[config.mk]
export PLATFORM = sky130hd
export DESIGN_NAME = ysyx_csr_trap_seq_flat
export DESIGN_NICKNAME = d
export VERILOG_FILES = /design/src/rtl/ysyx_csr_trap_seq_if.sv /design/src/rtl/ysyx_csr_trap_seq.sv /design/src/flat_wrapper.sv
export SDC_FILE = /design/constraint.sdc
export NUM_CORES = 1
export LEC_CHECK = 0
export BUFFER_PORTS_ARGS = -buffer_cell sky130_fd_sc_hd__buf_2
export CORE_AREA = 3 3 103 105
export CTS_CLUSTER_SIZE = 8
export DETAILED_ROUTE_END_ITERATION = 8
export DIE_AREA = 0 0 106 108
export HOLD_SLACK_MARGIN = 0.05
export PLACE_DENSITY = 0.84
export SYNTH_ARGS = -nofsm -noshare
export SYNTH_HDL_FRONTEND = slang
export SYNTH_SLANG_ARGS = --single-unit
[constraint.sdc]
create_clock -name clock -period 3.81 [get_ports clock]
set_input_delay 0 -clock clock [delete_from_list [all_inputs] [get_ports clock]]
set_output_delay 0 -clock clock [all_outputs]
set_load 0.02 [all_outputs]
[src/rtl/ysyx_csr_trap_seq_if.sv]
// Commit-stage / CSR-file bundle seen by the trap sequencer.
// The master side is the commit stage plus CSR file; the sequencer is the slave.
interface ysyx_csr_trap_seq_if #(
  parameter int XLEN = 32,
  parameter int R_W  = 12
);
  logic            exc_valid;
  logic [3:0]      exc_cause;
  logic            mret_valid;
  logic            irq_timer;
  logic [XLEN-1:0] commit_pc;
  logic [XLEN-1:0] csr_mstatus;
  logic [XLEN-1:0] csr_mtvec;
  logic [XLEN-1:0] csr_mepc;
  logic            inst_csr_wen;
  logic [R_W-1:0]  inst_csr_waddr;
  logic [XLEN-1:0] inst_csr_wdata;
  logic            inst_csr_ready;
  logic            csr_wen;
  logic [R_W-1:0]  csr_waddr;
  logic [XLEN-1:0] csr_wdata;
  logic            trap_ack;
  logic            busy;
  logic            redirect_valid;
  logic [XLEN-1:0] redirect_pc;

  modport master (
    output exc_valid, exc_cause, mret_valid, irq_timer, commit_pc,
           csr_mstatus, csr_mtvec, csr_mepc,
           inst_csr_wen, inst_csr_waddr, inst_csr_wdata,
    input  inst_csr_ready, csr_wen, csr_waddr, csr_wdata,
           trap_ack, busy, redirect_valid, redirect_pc
  );

  modport slave (
    input  exc_valid, exc_cause, mret_valid, irq_timer, commit_pc,
           csr_mstatus, csr_mtvec, csr_mepc,
           inst_csr_wen, inst_csr_waddr, inst_csr_wdata,
    output inst_csr_ready, csr_wen, csr_waddr, csr_wdata,
           trap_ack, busy, redirect_valid, redirect_pc
  );
endinterface

[src/rtl/ysyx_csr_trap_seq.sv]
// Serialises trap entry / mret CSR updates onto the single CSR write port and
// issues the fetch redirect; instruction CSR writes pass through when idle.
module ysyx_csr_trap_seq #(
  parameter int XLEN = 32,
  parameter int R_W  = 12
) (
  input logic              clock,
  input logic              reset,
  ysyx_csr_trap_seq_if.slave bus
);
  localparam logic [R_W-1:0] A_MSTATUS = R_W'(12'h300);
  localparam logic [R_W-1:0] A_MEPC    = R_W'(12'h341);
  localparam logic [R_W-1:0] A_MCAUSE  = R_W'(12'h342);
  localparam logic [XLEN-1:0] IRQ_TIMER_CAUSE = {1'b1, {(XLEN-4){1'b0}}, 3'd7};

  typedef enum logic [2:0] {IDLE, W_EPC, W_CAUSE, W_STAT, M_STAT, REDIR} state_t;

  state_t          state, state_nxt;
  logic [XLEN-1:0] pc_q, cause_q, target_q;
  logic            is_irq_q, is_mret_q;

  logic            take_exc, take_irq, take_mret;
  logic            csr_wen, inst_csr_ready, trap_ack, redirect_valid;
  logic [R_W-1:0]  csr_waddr;
  logic [XLEN-1:0] csr_wdata, redirect_pc;
  logic [XLEN-1:0] mst_trap, mst_ret, base, vec_off;

  assign take_exc  = (state == IDLE) && bus.exc_valid;
  assign take_irq  = (state == IDLE) && !bus.exc_valid && bus.irq_timer && bus.csr_mstatus[3];
  assign take_mret = (state == IDLE) && !bus.exc_valid && !(bus.irq_timer && bus.csr_mstatus[3])
                     && bus.mret_valid;

  always_ff @(posedge clock) begin
    if (reset) begin
      state     <= IDLE;
      pc_q      <= '0;
      cause_q   <= '0;
      target_q  <= '0;
      is_irq_q  <= 1'b0;
      is_mret_q <= 1'b0;
    end else begin
      state <= state_nxt;
      if (take_exc || take_irq) begin
        pc_q      <= bus.commit_pc;
        cause_q   <= take_exc ? XLEN'(bus.exc_cause) : IRQ_TIMER_CAUSE;
        is_irq_q  <= take_irq;
        is_mret_q <= 1'b0;
      end else if (take_mret) begin
        target_q  <= bus.csr_mepc;
        is_irq_q  <= 1'b0;
        is_mret_q <= 1'b1;
      end
    end
  end

  always_comb begin
    state_nxt      = state;
    csr_wen        = 1'b0;
    csr_waddr      = '0;
    csr_wdata      = '0;
    inst_csr_ready = 1'b0;
    trap_ack       = 1'b0;
    redirect_valid = 1'b0;
    redirect_pc    = '0;

    mst_trap        = bus.csr_mstatus;
    mst_trap[7]     = bus.csr_mstatus[3];
    mst_trap[3]     = 1'b0;
    mst_trap[12:11] = 2'b11;
    mst_ret         = bus.csr_mstatus;
    mst_ret[3]      = bus.csr_mstatus[7];
    mst_ret[7]      = 1'b1;

    base    = {bus.csr_mtvec[XLEN-1:2], 2'b00};
    vec_off = {cause_q[XLEN-3:0], 2'b00};

    case (state)
      IDLE: begin
        if (take_exc || take_irq) begin
          trap_ack  = 1'b1;
          state_nxt = W_EPC;
        end else if (take_mret) begin
          trap_ack  = 1'b1;
          state_nxt = M_STAT;
        end else if (bus.inst_csr_wen) begin
          csr_wen        = 1'b1;
          csr_waddr      = bus.inst_csr_waddr;
          csr_wdata      = bus.inst_csr_wdata;
          inst_csr_ready = 1'b1;
        end
      end
      W_EPC: begin
        csr_wen   = 1'b1;
        csr_waddr = A_MEPC;
        csr_wdata = pc_q;
        state_nxt = W_CAUSE;
      end
      W_CAUSE: begin
        csr_wen   = 1'b1;
        csr_waddr = A_MCAUSE;
        csr_wdata = cause_q;
        state_nxt = W_STAT;
      end
      W_STAT: begin
        csr_wen   = 1'b1;
        csr_waddr = A_MSTATUS;
        csr_wdata = mst_trap;
        state_nxt = REDIR;
      end
      M_STAT: begin
        csr_wen   = 1'b1;
        csr_waddr = A_MSTATUS;
        csr_wdata = mst_ret;
        state_nxt = REDIR;
      end
      REDIR: begin
        redirect_valid = 1'b1;
        // reserved mtvec modes fall back to the direct base
        if (is_mret_q)                                redirect_pc = target_q;
        else if (bus.csr_mtvec[1:0] == 2'b01 && is_irq_q) redirect_pc = base + vec_off;
        else                                          redirect_pc = base;
        state_nxt = IDLE;
      end
      default: state_nxt = IDLE;
    endcase

    // reset silences the port in the same cycle so an aborted sequence leaves no trace
    if (reset) begin
      state_nxt      = IDLE;
      csr_wen        = 1'b0;
      csr_waddr      = '0;
      csr_wdata      = '0;
      inst_csr_ready = 1'b0;
      trap_ack       = 1'b0;
      redirect_valid = 1'b0;
      redirect_pc    = '0;
    end
  end

  assign bus.csr_wen        = csr_wen;
  assign bus.csr_waddr      = csr_waddr;
  assign bus.csr_wdata      = csr_wdata;
  assign bus.inst_csr_ready = inst_csr_ready;
  assign bus.trap_ack       = trap_ack;
  assign bus.redirect_valid = redirect_valid;
  assign bus.redirect_pc    = redirect_pc;
  assign bus.busy           = (state != IDLE) && !reset;
endmodule

[src/flat_wrapper.sv]
// flat-port wrapper written by rule: the top's interface ports become plain ports
module ysyx_csr_trap_seq_flat 
#(
  parameter int XLEN = 32,
  parameter int R_W  = 12
)
  (clock, reset, bus_exc_valid, bus_exc_cause, bus_mret_valid, bus_irq_timer, bus_commit_pc, bus_csr_mstatus, bus_csr_mtvec, bus_csr_mepc, bus_inst_csr_wen, bus_inst_csr_waddr, bus_inst_csr_wdata, bus_inst_csr_ready, bus_csr_wen, bus_csr_waddr, bus_csr_wdata, bus_trap_ack, bus_busy, bus_redirect_valid, bus_redirect_pc);
  ysyx_csr_trap_seq_if #(.XLEN(XLEN), .R_W(R_W)) bus_i ();
  input logic clock;
  input logic reset;
  input wire logic [$bits(bus_i.exc_valid)-1:0] bus_exc_valid;
  input wire logic [$bits(bus_i.exc_cause)-1:0] bus_exc_cause;
  input wire logic [$bits(bus_i.mret_valid)-1:0] bus_mret_valid;
  input wire logic [$bits(bus_i.irq_timer)-1:0] bus_irq_timer;
  input wire logic [$bits(bus_i.commit_pc)-1:0] bus_commit_pc;
  input wire logic [$bits(bus_i.csr_mstatus)-1:0] bus_csr_mstatus;
  input wire logic [$bits(bus_i.csr_mtvec)-1:0] bus_csr_mtvec;
  input wire logic [$bits(bus_i.csr_mepc)-1:0] bus_csr_mepc;
  input wire logic [$bits(bus_i.inst_csr_wen)-1:0] bus_inst_csr_wen;
  input wire logic [$bits(bus_i.inst_csr_waddr)-1:0] bus_inst_csr_waddr;
  input wire logic [$bits(bus_i.inst_csr_wdata)-1:0] bus_inst_csr_wdata;
  output wire logic [$bits(bus_i.inst_csr_ready)-1:0] bus_inst_csr_ready;
  output wire logic [$bits(bus_i.csr_wen)-1:0] bus_csr_wen;
  output wire logic [$bits(bus_i.csr_waddr)-1:0] bus_csr_waddr;
  output wire logic [$bits(bus_i.csr_wdata)-1:0] bus_csr_wdata;
  output wire logic [$bits(bus_i.trap_ack)-1:0] bus_trap_ack;
  output wire logic [$bits(bus_i.busy)-1:0] bus_busy;
  output wire logic [$bits(bus_i.redirect_valid)-1:0] bus_redirect_valid;
  output wire logic [$bits(bus_i.redirect_pc)-1:0] bus_redirect_pc;
  assign bus_i.exc_valid = bus_exc_valid;
  assign bus_i.exc_cause = bus_exc_cause;
  assign bus_i.mret_valid = bus_mret_valid;
  assign bus_i.irq_timer = bus_irq_timer;
  assign bus_i.commit_pc = bus_commit_pc;
  assign bus_i.csr_mstatus = bus_csr_mstatus;
  assign bus_i.csr_mtvec = bus_csr_mtvec;
  assign bus_i.csr_mepc = bus_csr_mepc;
  assign bus_i.inst_csr_wen = bus_inst_csr_wen;
  assign bus_i.inst_csr_waddr = bus_inst_csr_waddr;
  assign bus_i.inst_csr_wdata = bus_inst_csr_wdata;
  assign bus_inst_csr_ready = bus_i.inst_csr_ready;
  assign bus_csr_wen = bus_i.csr_wen;
  assign bus_csr_waddr = bus_i.csr_waddr;
  assign bus_csr_wdata = bus_i.csr_wdata;
  assign bus_trap_ack = bus_i.trap_ack;
  assign bus_busy = bus_i.busy;
  assign bus_redirect_valid = bus_i.redirect_valid;
  assign bus_redirect_pc = bus_i.redirect_pc;
  ysyx_csr_trap_seq #(.XLEN(XLEN), .R_W(R_W)) u_core (.clock(clock), .reset(reset), .bus(bus_i));
endmodule
# ---- Word level (Yosys, flattened, before mapping)
# Cells that the tools add are included.
dict set report op_classes {
  addsub 1
  n_mul 0
  n_div 0
  n_lt_le_gt_ge 0
  eq_ne 7
  shift 0
  mux 33
  n_bitwise 1
  n_reduce_logical 20
}
# op n
set ops {}
lappend ops {{2-to-1 mux 32 bit} 9}
lappend ops {{one-hot mux 32 bit (5 select lines)} 1}
lappend ops {{2-to-1 mux 12 bit} 4}
lappend ops {{one-hot mux 12 bit (4 select lines)} 1}
lappend ops {{adder 32 bit} 1}
lappend ops {{2-to-1 mux 1 bit} 14}
lappend ops {{one-hot mux 3 bit (4 select lines)} 1}
lappend ops {{logical AND 1 bit} 9}
lappend ops {{== test 3 x 2 -> 1 bit (second input constant)} 2}
lappend ops {{== test 3 bit (second input constant)} 2}
lappend ops {{2-to-1 mux 3 bit} 2}
lappend ops {{OR reduction 2 bit} 2}
lappend ops {{OR reduction 4 bit} 1}
lappend ops {{== test 3 x 1 -> 1 bit (second input constant)} 1}
lappend ops {{logical NOT 1 bit} 3}
lappend ops {{logical NOT 3 bit} 1}
lappend ops {{!= test 3 x 2 -> 1 bit (second input constant)} 1}
lappend ops {{nonzero test 3 bit} 1}
lappend ops {{== test 2 x 1 -> 1 bit (second input constant)} 1}
lappend ops {{one-hot mux 1 bit (2 select lines)} 1}
lappend ops {{AND reduction 2 bit} 1}
lappend ops {{nonzero test 2 bit} 1}
lappend ops {{logical OR 1 bit} 1}
lappend ops {{inverter 1 bit} 1}
dict set report word_totals {
  register_bits 101
  latchBits 0
  mem_bits_rw 0
  rom_bits 0
  in_bits 182
  out_inout_bits 81
  wordCells 68
  mem_count 0
}

# ---- Longest topological paths before layout
dict set report depth {
  word_depth 8
  depth_mapped 8
  ltp_nobuf 8
}

# ---- Worst setup path after synthesis
# No wires, ideal clock.
dict set report synth_timing {
  path_type {reg-to-output}
  from {reg u_core.cause_q[0]}
  to {out bus_redirect_pc[20]}
  arrival_time_ns 2.470
  required_time_ns 3.810
  path_slack_ns 1.340
  path_stages_with_launch 9
  n_path_buf 0
  cell_sequence {dfxtp_1 ha_1 inv_1 fa_1 nand2b_1 a21o_1 or4_1 xor2_1 a21oi_1}
}
dict set report synth_via {
  elab_chain_cells 5
}
# element line
set synth_lines {}
lappend synth_lines {{start: declaration} ysyx_csr_trap_seq.sv:19} ;# logic [XLEN-1:0] pc_q, cause_q, target_q;
lappend synth_lines {{start signal: assignment} ysyx_csr_trap_seq.sv:45} ;# cause_q <= take_exc ? XLEN'(bus.exc_cause) : IRQ_TIMER_CAUSE;
lappend synth_lines {{adder 32 bit} ysyx_csr_trap_seq.sv:120} ;# else if (bus.csr_mtvec[1:0] == 2'b01 && is_irq_q) redirect_pc = base + vec_off;
lappend synth_lines {{2-to-1 mux 32 bit} ysyx_csr_trap_seq.sv:120}
lappend synth_lines {{2-to-1 mux 32 bit} ysyx_csr_trap_seq.sv:119} ;# if (is_mret_q) redirect_pc = target_q;
lappend synth_lines {{2-to-1 mux 32 bit} ysyx_csr_trap_seq.sv:77} ;# case (state)
lappend synth_lines {{2-to-1 mux 32 bit} ysyx_csr_trap_seq.sv:128} ;# if (reset) begin
lappend synth_lines {{end: declaration} flat_wrapper.sv:29} ;# output wire logic [$bits(bus_i.redirect_pc)-1:0] bus_redirect_pc;
# Every way passes these cells.

# ---- Worst setup path after layout
# Same ends and word-level chain as after synthesis.

==> flow_metrics.py <==
metrics = {
    "pwr": {
        "p_leak_nw": 3.11,
        "peakVddDrop_uv": 230,
        "power_density_mw_per_mm2": 385,
        "finalPower_w": 0.00265,
    },
    "clock_network": {
        "cts_buffers": 9,
        "clockBufferDepth": 2,
        "clk_latency_ns": 0.35,
        "cts.clk_slew.worst_paths_ns": 0.08,
        "cts_sinks": 74,
        "cts_tree": "built",
        "cts_setup_buffers": 0,
        "cts_root_buffer": "clkbuf_8",
        "h-tree-depth": 3,
    },
    "synthesis": {
        "ys_seq_elements": 74,
        "syn_area_mm2": 0.00463,
        "synthMuxAreaShare": 0.0208,
        "ys_async_sr_fraction": 0,
        "synth_compound_area_frac": 0.247,
        "synthCells": 647,
        "syn_nets": 834,
        "synth_top_family_by_area": "simple AND/OR/NAND/NOR gates",
        "yosys.area_share.xor_xnor": 0.0417,
        "synth.avg_cell_area_um2": 7.15,
        "synth-simple-area-share": 0.301,
        "yosysWarnings": 0,
        "synth_edf_count": 0,
        "synthAdderAreaFrac": 0.0151,
        "synthFlopType": "dfxtp_1",
        "ys_seq_area_frac": 0.320,
        "synth.distinct_cells": 52,
    },
    "timing": {
        "fmax_mhz": 331,
        "drv_slew": 0,
        "layout_worst_path_cycle_share": 0.792,
        "rsz0062_at_grt": "false",
        "tns_ns": 0,
        "hold_viol": 0,
        "fin_crit_ns": 3.02,
        "finalSetupViolCount": 0,
        "worst_pin_slew_ns": 1.20,
        "fin_skew_ns": 0.00777,
        "slew_headroom": 0.198,
    },
    "layout": {
        "drive_above_1_share": 0.319,
        "final_net_count": 1134,
        "fillers": 770,
        "seqCellArea_mm2": 0.00148,
        "syn2layout_area_growth_pct": 48.8,
        "layout_common_cells": "buf_2 (262), nand2_1 (156), a21oi_1 (105)",
        "mostFrequentLayoutCell": "buf_2",
        "multi_input_area_mm2": 0.00289,
    },
    "floorplanning": {
        "core.rowCount": 36,
        "core_area_mm2": 0.00973,
        "die_area_mm2": 0.0114,
        "initial_core_util": 0.475,
        "die-width_um": 106,
        "num_io_pins": 263,
        "die_h_um": 108,
    },
    "detailed_routing": {
        "via_per_inst": 5.63,
        "ant_nets": 0,
        "drtPass1Iterations": 9,
        "routedWlPerCell_um": 17.5,
        "vias": 6127,
        "drtIter0Drc": 639,
        "drc": 7,
        "wl_um": 19000,
    },
    "critical_path": {
        "cp.arrival_ns": 3.02,
        "r2r_start": "u_core.state[1]",
        "r2r_end": "u_core.target_q[13]",
        "crit_fanout": 8,
        "r2r_slack_ns": 1.35,
        "rr_worst_depth": 4,
        "cp-startpoint": "u_core.cause_q[0]",
        "end_kind": "output pin",
        "cp-start-kind": "register",
        "path_class": "reg2out",
        "cp.required_ns": 3.81,
    },
    "min_path": {
        "min_path_type": "in2reg",
        "min_to": "u_core.state[1]",
        "holdPathStages": 3,
        "min_from": "bus_mret_valid",
    },
    "global_route": {
        "grt_usage": 0.320,
        "grt_max_degree": 85,
        "grt_pass1_vias": 5900,
        "grt_overflow": 0,
        "antenna_found_initial": 3,
        "grt_pass1_wl_um": 29400,
    },
    "placed_design": {
        "portBuffers": 262,
        "place_congestion": 0.933,
        "dp_hpwl_um": 12700,
    },
    "run_status": {
        "violations": "design-rule violations",
        "outcome": "finished with violations",
    },
    "job": {
        "max_cap_violations": 0,
    },
}
## power by group
group | internal (W) | switching [W] | leakage, nW | total (W)
sequential | 0.000864 | 0.0000933 | 0.605 | 0.000958
combinational | 0.000380 | 0.000590 | 2.38 | 0.000970
clock | 0.000426 | 0.000300 | 0.120 | 0.000726
total | 0.00167 | 0.000983 | 3.11 | 0.00265
## state kept, by name (all words and copies together) (netlist names)
register and flops:
u_core.pc_q 32, u_core.target_q 32, u_core.cause_q 5, u_core.state 3
u_core.is_irq_q 1, u_core.is_mret_q 1
## area by class of cell
type,count,area share
Clock buffer,13,0.0245
Timing Repair Buffer,339,0.300
Sequential cell,74,0.215
Multi-Input combinational cell,513,0.420
Antenna cell,3,0.00109
Tap cell,133,0.0242
Inverter,10,0.00545
Clock inverter,3,0.0100
## synth_stat cells (all sizes together) (7+ instances only)
library cell	number	area share
xnor2	9	0.017
nand2b	7	0.0095
a211oi	9	0.015
clkbuf	34	0.028
nand3	14	0.015
nand4	12	0.018
buf	16	0.019
xor2	13	0.025
inv	9	0.0073
a222oi	24	0.052
a21oi	105	0.11
dfxtp	74	0.32
and3	7	0.0095
o21ai	27	0.029
nand2	156	0.13
nor2	53	0.044
nor3b	10	0.020
## routing by layer
layer,part of all wire,global-route usage
met5,0,0
met4,0.041,0.147
met3,0.092,0.0645
met2,0.48,0.541
met1,0.39,0.395
## per-stage QoR
step | hold WS [ns] | setup WS, ns | util | cells | cell area [um^2]
global route | 0.121 | 0.609 | 0.708 | 1088 | 6880
global placement | 0.244 | 1.30 | 0.611 | 1000 | 5950
detailed placement | 0.247 | 1.22 | 0.611 | 1000 | 5950
floorplan | 0.136 | 1.34 | - | 647 | 4630
finish | 0.107 | 0.791 | 0.708 | 1088 | 6880
CTS | 0.0873 | 0.796 | 0.707 | 1085 | 6880
## cell families after synthesis
group	after synthesis
AO/OA/AOI/OAI	187
XOR/XNOR	22
adder cells (fa/ha/maj)	5
buffers and inverters	60
flip-flops	74
multiplexers	9
AND/OR/NAND/NOR	290
## worst max path at each step
stage	end	cells past startpoint
3_5_place_dp	bus_redirect_pc[20]	9
4_1_cts	bus_redirect_pc[20]	9
5_1_grt	bus_redirect_pc[20]	9
3_3_place_gp	bus_redirect_pc[20]	9
6_report	bus_redirect_pc[20]	9
2_1_floorplan	bus_redirect_pc[20]	8
## critical path: stages, from the launching register on
cell and delay [ns]:
dfxtp_1 0.38, ha_1 0.23, inv_1 0.08, fa_1 0.42
nand2b_1 0.20, a21o_1 0.32, or4_1 0.58, xor2_1 0.15
a21oi_1 0.13, buf_2 0.18
## timing repair
action	CTS	global route
resized for setup	0	0
hold buffers	69	0
hold endpoints to repair	68	0
Power figures use the tool's default switching activity.
